==> src/rtl/gate_sweep_unit_if.sv <==
// Bundles the gate sweep unit's control and result signals.
// master: drives mode_subtask, signal_in, start and expected_table,
//         and observes the results.
// slave:  the gate sweep unit itself, which drives signal_out, busy,
//         done, truth_table and signal_match.
interface gate_sweep_unit_if #(
   parameter int unsigned N_IN = 3
);
   localparam int unsigned TT = 1 << N_IN;

   logic [2:0]      mode_subtask;
   logic [N_IN-1:0] signal_in;
   logic            start;
   logic [TT-1:0]   expected_table;
   logic            signal_out;
   logic            busy;
   logic            done;
   logic [TT-1:0]   truth_table;
   logic            signal_match;

   modport master (
      output mode_subtask, signal_in, start, expected_table,
      input  signal_out, busy, done, truth_table, signal_match
   );

   modport slave (
      input  mode_subtask, signal_in, start, expected_table,
      output signal_out, busy, done, truth_table, signal_match
   );
endinterface

==> src/rtl/gate_sweep_unit.sv <==
// Gate sweep unit: evaluates a selectable N_IN-input reduction gate on a
// manual input vector while idle, and on request sweeps every input
// vector to capture the full truth table and compare it against a
// reference table.
// Ports:
//   clk    - rising-edge clock
//   rst_n  - asynchronous active-low reset
//   bus    - slave side of gate_sweep_unit_if (mode/vector/start/reference
//            in; signal_out/busy/done/truth_table/signal_match out)
module gate_sweep_unit #(
   parameter int unsigned N_IN = 3
) (
   input logic             clk,
   input logic             rst_n,
   gate_sweep_unit_if.slave bus
);
   localparam int unsigned TT = 1 << N_IN;
   localparam int unsigned CW = N_IN + 1;

   localparam logic [1:0] IDLE  = 2'b00;
   localparam logic [1:0] SWEEP = 2'b01;
   localparam logic [1:0] DONE  = 2'b10;

   logic [1:0]    state_q, state_d;
   logic [CW-1:0] count_q, count_d;
   logic [2:0]    mode_q, mode_d;
   logic          signal_out_q, signal_out_d;
   logic          busy_q, busy_d;
   logic          done_q, done_d;
   logic [TT-1:0] truth_table_q, truth_table_d;
   logic          signal_match_q, signal_match_d;
   logic          sweep_bit;

   // Reduction gate selected by mode; modes 6/7 give constant 0.
   function automatic logic gate_f(input logic [2:0] m, input logic [N_IN-1:0] v);
      logic r;
      r = 1'b0;
      case (m)
         3'd0:    r = &v;
         3'd1:    r = |v;
         3'd2:    r = ~&v;
         3'd3:    r = ~|v;
         3'd4:    r = ^v;
         3'd5:    r = ~^v;
         default: r = 1'b0;
      endcase
      return r;
   endfunction

   // Next-state and output logic.
   always_comb begin
      state_d        = state_q;
      count_d        = count_q;
      mode_d         = mode_q;
      signal_out_d   = signal_out_q;
      truth_table_d  = truth_table_q;
      signal_match_d = signal_match_q;
      sweep_bit      = gate_f(mode_q, count_q[N_IN-1:0]);

      case (state_q)
         IDLE: begin
            signal_out_d = gate_f(bus.mode_subtask, bus.signal_in);
            if (bus.start) begin
               state_d        = SWEEP;
               mode_d         = bus.mode_subtask;
               count_d        = '0;
               truth_table_d  = '0;
               signal_match_d = 1'b0;
            end
         end
         SWEEP: begin
            truth_table_d[count_q[N_IN-1:0]] = sweep_bit;
            signal_out_d = sweep_bit;
            count_d      = count_q + CW'(1);
            // Leave on the write of the last index so count never wraps here.
            if (count_q == CW'(TT - 1)) begin
               state_d = DONE;
            end
         end
         DONE: begin
            signal_match_d = (truth_table_q == bus.expected_table);
            state_d        = IDLE;
         end
         default: state_d = IDLE;
      endcase

      // Status flags are registered copies of the upcoming state.
      busy_d = (state_d == SWEEP);
      done_d = (state_d == DONE);
   end

   // State and output registers.
   always_ff @(posedge clk or negedge rst_n) begin
      if (!rst_n) begin
         state_q        <= IDLE;
         count_q        <= '0;
         mode_q         <= '0;
         signal_out_q   <= 1'b0;
         busy_q         <= 1'b0;
         done_q         <= 1'b0;
         truth_table_q  <= '0;
         signal_match_q <= 1'b0;
      end else begin
         state_q        <= state_d;
         count_q        <= count_d;
         mode_q         <= mode_d;
         signal_out_q   <= signal_out_d;
         busy_q         <= busy_d;
         done_q         <= done_d;
         truth_table_q  <= truth_table_d;
         signal_match_q <= signal_match_d;
      end
   end

   assign bus.signal_out   = signal_out_q;
   assign bus.busy         = busy_q;
   assign bus.done         = done_q;
   assign bus.truth_table  = truth_table_q;
   assign bus.signal_match = signal_match_q;
endmodule

==> src/flat_wrapper.sv <==
// flat-port wrapper written by rule: the top's interface ports become plain ports
module gate_sweep_unit_flat 
#(
   parameter int unsigned N_IN = 3
)
  (clk, rst_n, bus_mode_subtask, bus_signal_in, bus_start, bus_expected_table, bus_signal_out, bus_busy, bus_done, bus_truth_table, bus_signal_match);
  gate_sweep_unit_if #(.N_IN(N_IN)) bus_i ();
  input logic clk;
  input logic rst_n;
  input wire logic [$bits(bus_i.mode_subtask)-1:0] bus_mode_subtask;
  input wire logic [$bits(bus_i.signal_in)-1:0] bus_signal_in;
  input wire logic [$bits(bus_i.start)-1:0] bus_start;
  input wire logic [$bits(bus_i.expected_table)-1:0] bus_expected_table;
  output wire logic [$bits(bus_i.signal_out)-1:0] bus_signal_out;
  output wire logic [$bits(bus_i.busy)-1:0] bus_busy;
  output wire logic [$bits(bus_i.done)-1:0] bus_done;
  output wire logic [$bits(bus_i.truth_table)-1:0] bus_truth_table;
  output wire logic [$bits(bus_i.signal_match)-1:0] bus_signal_match;
  assign bus_i.mode_subtask = bus_mode_subtask;
  assign bus_i.signal_in = bus_signal_in;
  assign bus_i.start = bus_start;
  assign bus_i.expected_table = bus_expected_table;
  assign bus_signal_out = bus_i.signal_out;
  assign bus_busy = bus_i.busy;
  assign bus_done = bus_i.done;
  assign bus_truth_table = bus_i.truth_table;
  assign bus_signal_match = bus_i.signal_match;
  gate_sweep_unit #(.N_IN(N_IN)) u_core (.clk(clk), .rst_n(rst_n), .bus(bus_i));
endmodule
==> config.mk <==
export PLATFORM = sky130hd
export DESIGN_NAME = gate_sweep_unit_flat
export DESIGN_NICKNAME = d
export VERILOG_FILES = /design/src/rtl/gate_sweep_unit_if.sv /design/src/rtl/gate_sweep_unit.sv /design/src/flat_wrapper.sv
export SDC_FILE = /design/constraint.sdc
export NUM_CORES = 1
export LEC_CHECK = 0
export CELL_PAD_IN_SITES_DETAIL_PLACEMENT = 1
export CELL_PAD_IN_SITES_GLOBAL_PLACEMENT = 1
export CORE_MARGIN = 1
export CORE_UTILIZATION = 40
export CTS_CLUSTER_DIAMETER = 200
export CTS_CLUSTER_SIZE = 16
export DETAILED_ROUTE_END_ITERATION = 12
export HOLD_SLACK_MARGIN = 0.12
export PLACE_DENSITY = 0.88
export SYNTH_ARGS = -nofsm -noshare
export SYNTH_HDL_FRONTEND = slang
export SYNTH_SLANG_ARGS = --single-unit
==> constraint.sdc <==
create_clock -name clk -period 3.9 [get_ports clk]
set_input_delay 0.78 -clock clk [delete_from_list [all_inputs] [get_ports clk]]
set_output_delay 0.78 -clock clk [all_outputs]
set_load 0.1 [all_outputs]
---- Yosys cells after proc, flatten, opt, wreduce, memory -nomap -nowiden ----
Index checks and enable logic that the tools add are counted.
storage, ports and cells
  register bits ........................... 21
  word-level logic and storage cells ...... 64
cells by class
  add/subtract/negate cells ............... 1
  magnitude comparators ................... 2
  eq/ne operators ......................... 17
  mux-type cells .......................... 15
  reductions and logical operators ........ 21
operator list
  kind                 number
  $pmux 8 s2           1
  $eq 3x2->1 const B   4
  $eq 3x3->1 const B   4
  $pmux 1 s6           2
  $bwmux 8             1
  $eq 8x8->1           1
  $mux 8               1
  $pmux 4 s2           1
  $eq 3x1->1 const B   2
  $logic_not 3->1      2
  $reduce_and 2->1     3
  $reduce_and 3->1     2
  $reduce_or 3->1      2
  $reduce_xnor 3->1    2
  $reduce_xor 3->1     2
  $add 4x1->4 const B  1
  $eq 2x1->1 const B   2
  $eq 2x2->1 const B   2
  $eq 4x3->1 const B   1
  $logic_not 1->1      4
  $lt 3x4->1 const B   1
  $mux 2               2
  $mux 4               1
  $pmux 1 s2           2
  8 further kinds      10

---- Depth between registers and ports, before layout ----
Gate-level depths: netlist (run 1).
  depth in word-level cells ............... 6
  gate-level depth with buffers ........... 7
  depth with buffers taken out ............ 6

---- Worst setup path after synthesis (run 1) ----
Ideal clock, no wire load.
  path kind ............................... input port to flip-flop
  from .................................... input bus_signal_in[0]
  to ...................................... register u_core.signal_out_q (netlist: u_core.bus.signal_out)
  setup time .............................. 140 ps
  data arrival time ....................... 1799 ps
  required time ........................... 3760 ps
  setup slack ............................. 1961 ps
  cell stages on the path ................. 6
  buffers on the path ..................... 0
  cell sequence ........................... inv_1 -> ha_1 -> xnor3_1 -> nor3b_1 -> nor4b_1 -> a221oi_2
between the ends
  word-level cells in the longest chain between the ends .. 4
RTL lines
  element                                                     line                                          RTL
  start: declaration                                          flat_wrapper.sv:11                            input wire logic [$bits(bus_i.signal_in)-1:0] bus_signal_in;
  $reduce_or 3->1 / $reduce_and 3->1 (equally long branches)  n/a
  $logic_not 1->1, on equally long branches                   gate_sweep_unit.sv:42, gate_sweep_unit.sv:41
  $pmux 1 s6 *                                                gate_sweep_unit.sv:38                         case (m)
  $pmux 1 s2 *                                                gate_sweep_unit.sv:60                         case (state_q)
  end signal: assignment                                      gate_sweep_unit.sv:107                        signal_out_q <= signal_out_d;
  end: declaration                                            gate_sweep_unit.sv:27                         logic signal_out_q, signal_out_d;
Mark *: on every way between the ends. The rest lies on a longest branch, timed or not.
A chain may end at the register's enable or synchronous reset.

---- Worst setup path after layout (run 1) ----
  from .................................... register u_core.truth_table_q[4] (netlist: u_core.bus.truth_table[4])
  to ...................................... output bus_truth_table[4]
RTL lines
  element                   line                    RTL
  start: declaration        gate_sweep_unit.sv:30   logic [TT-1:0] truth_table_q, truth_table_d;
  start signal: assignment  gate_sweep_unit.sv:110  truth_table_q <= truth_table_d;
  end: declaration          flat_wrapper.sv:17      output wire logic [$bits(bus_i.truth_table)-1:0] bus_truth_table;
No word-level cell between the ends.

==> results of run 1 <==
==> cells by family (layout without fill, tap and decap cells) <==
group / after synthesis / count (layout) / share of synthesized area [%]
compound gates: 16 / 16 / 12.0
xor+xnor: 10 / 10 / 9.34
fa+ha+maj: 5 / 5 / 5.08
buf+inv: 11 / 39 / 4.47
flops: 21 / 21 / 42.6
mux: 10 / 10 / 8.43
simple gates: 35 / 35 / 18.1
==> state kept, by name (all words and copies together), names as in the netlist <==
| name | flops |
|---|---|
| u_core.state_q | 2 |
| u_core.bus.signal_match | 1 |
| u_core.mode_q | 3 |
| u_core.bus.truth_table | 8 |
| u_core.bus.done | 1 |
| u_core.bus.busy | 1 |
| u_core.bus.signal_out | 1 |
| u_core.count_q | 4 |
==> synth_stat cells <==
| cell | number | area (sq um) |
|---|---|---|
| and4b_1 | 1 | 10.0 |
| o211a_1 | 1 | 10.0 |
| buf_2 | 1 | 5.00 |
| xnor2_1 | 4 | 35.0 |
| a22o_1 | 2 | 17.5 |
| dlygate4sd1_1 | 1 | 8.76 |
| dfrtp_1 | 21 | 526 |
| a21o_1 | 1 | 7.51 |
| o21bai_1 | 1 | 7.51 |
| mux2_2 | 2 | 22.5 |
| nand3_1 | 3 | 15.0 |
| a221oi_2 | 1 | 15.0 |
| nand2b_1 | 1 | 6.26 |
| buf_6 | 1 | 11.3 |
| and2b_1 | 1 | 7.51 |
| ha_1 | 5 | 62.6 |
| nor3_4 | 2 | 32.5 |
| nor4_1 | 1 | 6.26 |
| mux2_1 | 1 | 11.3 |
| and2_1 | 1 | 6.26 |
| nor2_1 | 5 | 18.8 |
| nor4_2 | 1 | 12.5 |
| o21ai_1 | 1 | 5.00 |
| o41ai_2 | 2 | 32.5 |
| inv_1 | 7 | 26.3 |
| o311ai_0 | 2 | 17.5 |
| nand4b_1 | 1 | 8.76 |
| xnor3_1 | 2 | 45.0 |
| a41oi_1 | 2 | 17.5 |
| nand3b_1 | 1 | 7.51 |
| and4_1 | 2 | 17.5 |
| clkbuf_1 | 1 | 3.75 |
| o21ai_0 | 2 | 10.0 |
| nor3b_1 | 2 | 15.0 |
| a211oi_1 | 1 | 7.51 |
| mux2i_1 | 7 | 70.1 |
| xor2_1 | 4 | 35.0 |
| nor4b_1 | 1 | 8.76 |
| nand2_1 | 11 | 41.3 |
| and3b_1 | 1 | 8.76 |
==> worst min path at each step <==
stage                            from                end  depth (start not counted)
floorplan           u_core.count_q[3]  u_core.count_q[3]                          1
global placement    u_core.count_q[3]  u_core.count_q[3]                          1
detailed placement  u_core.count_q[3]  u_core.count_q[3]                          1
CTS                 u_core.count_q[3]  u_core.count_q[3]                          1
global route        u_core.count_q[3]  u_core.count_q[3]                          1
finish              u_core.count_q[3]  u_core.count_q[3]                          1
==> layer usage <==
layer	global-route usage (%)	wire (microns)	vias to the layer above
li1	-	-	444
met2	37.2	1580	14
met4	4.18	17	0
met5	0	0	-
met1	22.8	1240	477
met3	4.31	83	2
==> area by class of cell <==
class / instances / share of cell area, %
multi-input combinational: 76 / 42.0
sequential: 21 / 33.9
timing repair buffer: 28 / 18.1
tap: 31 / 2.50
inverter: 7 / 1.69
clock buffer: 3 / 1.45
clock inverter: 1 / 0.323
==> metrics by stage <==
stage	utilization, %	std cells	instance area (sq um)
detailed placement	53.8	163	1520
finish	54.8	167	1550
floorplan	-	108	1230
global placement	53.8	163	1520
global route	54.8	167	1550
CTS	54.8	167	1550
==> summary.txt, run 1 <==
Gr ovfl total -> 0
Max Cap Violations -> 0
Final hold vios -> 0
Worst-path clk slew -> 0.13 ns
Setup tns final -> 0 ns
CP bufs+invs -> 1
Clock sinks -> 21
Die area -> 3310 sq um
Clk Latency, worst-skew pair -> 0.31 ns
R2R Path Start -> u_core.count_q[1]
Multi-input gate area -> 652 sq um
Vias in the first global route -> 1000
Vias -> 937
DPL Wire Length -> 2270 microns
Routed WL -> 2920 microns
CTS Buf Count -> 3
Pin count of the biggest net entering global routing -> 22
Antenna violations before repair -> 0
Avg WL per Cell -> 17.5 microns
Failing checks -> design-rule violations
Final ANT Viol Nets -> 0
Fillers -> 312
CTS Root Cell -> clkbuf_4
Clock Path Buffers -> 2
Post-Route Skew -> 0.0139 ns
Leading cell type in the layout, fill and taps excluded -> clkdlybuf4s50_1
R2R Path End -> u_core.bus.truth_table[4]
Synthesized area -> 1230 sq um
Register-to-register setup slack -> 1.57 ns
Final Max Slew Viols -> 0
CP Capture Type -> primary output
TritonCTS clock tree -> done
Setup crit start -> u_core.bus.truth_table[4]
Worst Reg-to-Reg Cells -> 6
Gate Count Post-Synth -> 108
First-pass GRT wire length -> 4840 microns
Worst-path cell with the longest stage delay -> clkdlybuf4s50_1
All-layer global routing usage -> 19.8%
ANT cells -> 0
Worst path depth -> 1
Core area -> 2830 sq um
Slew margin rel. -> 34.9%
Htree depth -> 1
RSZ-0062 raised after global routing -> no
Pre-Repair DR Iteration Count -> 8
Syn Nets -> 130
DRC violations left -> 2
Die W -> 57.5 microns
Yosys warnings -> 0
Most frequent cells in the layout -> clkdlybuf4s50_1 (28), dfrtp_1 (21), nand2_1 (11), inv_1 (7), mux2i_1 (7)
Hold WC Path Type -> reg -> reg
Buffer count from post-CTS setup fixing -> 0
Worst-path fanout max -> 3
IO Pins -> 29
Layout net count -> 159
Slowest stage delay, CP -> 1.15 ns
Seq cells post-synth -> 21
Worst setup margin -> 1.24 ns
Rows -> 19
Number of DRC markers in iteration 0 -> 14
Die Ht -> 57.5 microns
Vias per cell -> 5.61
Required time worst endpoint -> 3.12 ns
RePlAce Congestion -> 0.752
Final setup violation count -> 0
FMAX -> 376 MHz
Startpoint Class -> flip-flop
Post-cts sizing count -> 0
Cell variety after synth -> 40
Final period util -> 68.2%
Syn avg cell area -> 11.4 sq um
CP arrival -> 1.88 ns
Area Growth Syn to Fin -> 25.8%
Hold-fix buffers, CTS -> 0
Setup CP Type -> reg -> out
Share of cells above drive strength 1 -> 8.82%
Status -> finished, violations left
Worst path cell trace -> clkdlybuf4s50_1
FF/Latch Area -> 526 sq um
Worst slack, placed -> 1.30 ns
Tightest Pin Transition -> 0.974 ns
Worst-case hold slack -> 0.498 ns
Port bufs -> 28
Worst Setup EP -> bus_truth_table[4]
Starting density of the core -> 43.6%
CP top delay family -> buffers and inverters
Final min period -> 2.66 ns
Sequential area share after synthesis -> 42.6%
Power of run 1 is left out: the tool's default activity adds up to more than one toggle a clock period on the data nets, which glitch-free logic cannot reach.
==> run 2: changes to the inputs <==
--- a/config.mk
+++ b/config.mk
@@ -8,12 +8,12 @@
 export CELL_PAD_IN_SITES_DETAIL_PLACEMENT = 1
 export CELL_PAD_IN_SITES_GLOBAL_PLACEMENT = 1
 export CORE_MARGIN = 1
-export CORE_UTILIZATION = 40
+export CORE_UTILIZATION = 34
 export CTS_CLUSTER_DIAMETER = 200
 export CTS_CLUSTER_SIZE = 16
 export DETAILED_ROUTE_END_ITERATION = 12
 export HOLD_SLACK_MARGIN = 0.12
-export PLACE_DENSITY = 0.88
+export PLACE_DENSITY = 0.8
 export SYNTH_ARGS = -nofsm -noshare
 export SYNTH_HDL_FRONTEND = slang
 export SYNTH_SLANG_ARGS = --single-unit
==> constraint.sdc (replaced) <==
create_clock -name clk -period 2.4 [get_ports clk]
set_input_delay 0.48 -clock clk [delete_from_list [all_inputs] [get_ports clk]]
set_output_delay 0.48 -clock clk [all_outputs]
set_load 0.1 [all_outputs]
==> run 2 against run 1 <==
  * The flow now finishes without violations
  * Cell area increased by 0.73%
  * Flip-flop and latch count unchanged
  * Non-clock buffer count increased by 3
  * Die area increased by 17%
  * Sequential share of layout area decreased by 0.24 points
  * Global-route usage decreased by 4.3 points
  * Clock skew decreased by 0.010 ns
  * Setup slack got worse by 0.84 ns
  * Critical path type is now reg -> reg
  * Critical endpoint is now u_core.bus.truth_table[5]
==> summary.txt, run 2 (synthesis results as in run 1) <==
Status -> finished, final reports clean
Final hold vios -> 0 (unchanged)
Share of cells above drive strength 1 -> 19.4% (+11 points)
Startpoint Class -> flip-flop
Hold WC Path Type -> in -> async
Clock sinks -> 21 (unchanged)
Routed WL -> 2760 microns (-5.3%)
Gr ovfl total -> 0 (unchanged)
Worst-path fanout max -> 9 (+6)
Pre-Repair DR Iteration Count -> 2 (-6)
R2R Path Start -> u_core.count_q[0]
Rows -> 21 (+2)
All-layer global routing usage -> 15.5% (-4.3 points)
Final setup violation count -> 0 (unchanged)
FMAX -> 500 MHz
Setup crit start -> u_core.count_q[0]
Clk Latency, worst-skew pair -> 0.31 ns (about the same)
CTS Root Cell -> clkbuf_4
Core area -> 3420 sq um (+21%)
CP arrival -> 2.19 ns (+0.31 ns)
Number of DRC markers in iteration 0 -> 44 (+30)
DPL Wire Length -> 2070 microns (-9.0%)
Max FFs per register -> 8 (unchanged)
R2R Path End -> u_core.bus.truth_table[5]
RSZ-0062 raised after global routing -> no
Vias per cell -> 5.03 (-10%)
Worst Reg-to-Reg Cells -> 6 (unchanged)
Pin count of the biggest net entering global routing -> 22 (unchanged)
Final ANT Viol Nets -> 0 (unchanged)
Final period util -> 83.3%
Final Max Slew Viols -> 0 (unchanged)
DRC violations left -> 0 (-2)
Leading cell type in the layout, fill and taps excluded -> dfrtp_1
Die area -> 3870 sq um (+17%)
Setup tns final -> 0 ns (unchanged)
Vias in the first global route -> 973 (-2.7%)
Die Ht -> 62.2 microns (+8.2%)
Slew margin rel. -> 65.8% (+31 points)
CTS Buf Count -> 3 (unchanged)
Htree depth -> 1 (unchanged)
RePlAce Congestion -> 0.807 (+7.4%)
Final min period -> 2.00 ns
Avg WL per Cell -> 14.9 microns (-15%)
Port bufs -> 28 (unchanged)
Layout net count -> 162 (+1.9%)
CP Capture Type -> flip-flop
Hold-fix buffers, CTS -> 0 (unchanged)
Fin util -> 45.7% (-9.1 points)
Antenna violations before repair -> 0 (unchanged)
Starting density of the core -> 36.1% (-7.5 points)
Post-Route Skew -> 0.00372 ns (-0.0102 ns)
Max Cap Violations -> 0 (unchanged)
IO Pins -> 29 (unchanged)
Register-to-register setup slack -> 0.40 ns (-1.17 ns)
Clock Path Buffers -> 2 (unchanged)
TritonCTS clock tree -> done
Setup CP Type -> reg -> reg
Worst-path clk slew -> 0.13 ns (about the same)
Buffer count from post-CTS setup fixing -> 0 (unchanged)
ANT cells -> 0 (unchanged)
First-pass GRT wire length -> 4710 microns (-2.7%)
Most frequent cells in the layout -> dfrtp_1 (21), clkdlybuf4s50_1 (16), buf_4 (15), nand2_1 (11)
Die W -> 62.2 microns (+8.2%)
Post-cts sizing count -> 0 (unchanged)
Tightest Pin Transition -> 0.509 ns (-0.465 ns)
Required time worst endpoint -> 2.59 ns (-0.53 ns)
Vias -> 930 (-0.75%)
Area Growth Syn to Fin -> 26.7%
run 2: worst max path at each step:
stage                           endpoint  slack, ns  cells past startpoint
6_report       u_core.bus.truth_table[5]       0.40                      6
5_1_grt        u_core.bus.truth_table[5]       0.25                      6
4_1_cts        u_core.bus.truth_table[5]       0.37                      6
3_5_place_dp       u_core.bus.signal_out       0.12                      7
3_3_place_gp       u_core.bus.signal_out       0.20                      7
2_1_floorplan  u_core.bus.truth_table[5]       0.49                      7
run 2: worst max-delay path, stage by stage (launching register included):
cell and delay, ns:
dfrtp_1 0.42, inv_1 0.07, ha_1 0.31, xnor3_1 0.42, nor3_4 0.05, nor3_4 0.43
mux2i_1 0.16
run 2: through the flow:
step | worst slack [ns] | cell area [sq um] | hold slack [ns] | cells
final | 0.400 | 1560 | 0.490 | 185
after global routing | 0.252 | 1560 | 0.505 | 185
after global placement | 0.200 | 1530 | 0.491 | 181
after CTS | 0.366 | 1560 | 0.497 | 185
after detailed placement | 0.121 | 1530 | 0.505 | 181
after floorplan | 0.485 | 1230 | 0.184 | 108
run 2: final cells by class:
cell class                 count  area, sq um
tap                           46         57.6
sequential                    21          526
timing repair buffer          31          273
fill                         387         1850
inverter                       7         26.3
clock buffer                   3         22.5
clock inverter                 1         5.00
multi-input combinational     76          652
run 2: layer usage:
layer	wire, microns	share of wire (%)	track usage (%)	up-vias
met5	0	0	0	-
met4	24	0.87	5.23	0
met3	64	2.3	2.57	2
met1	1320	48	21.1	461
li1	-	-	-	456
met2	1360	49	25.1	11
Power of run 2 is left out for the same reason.
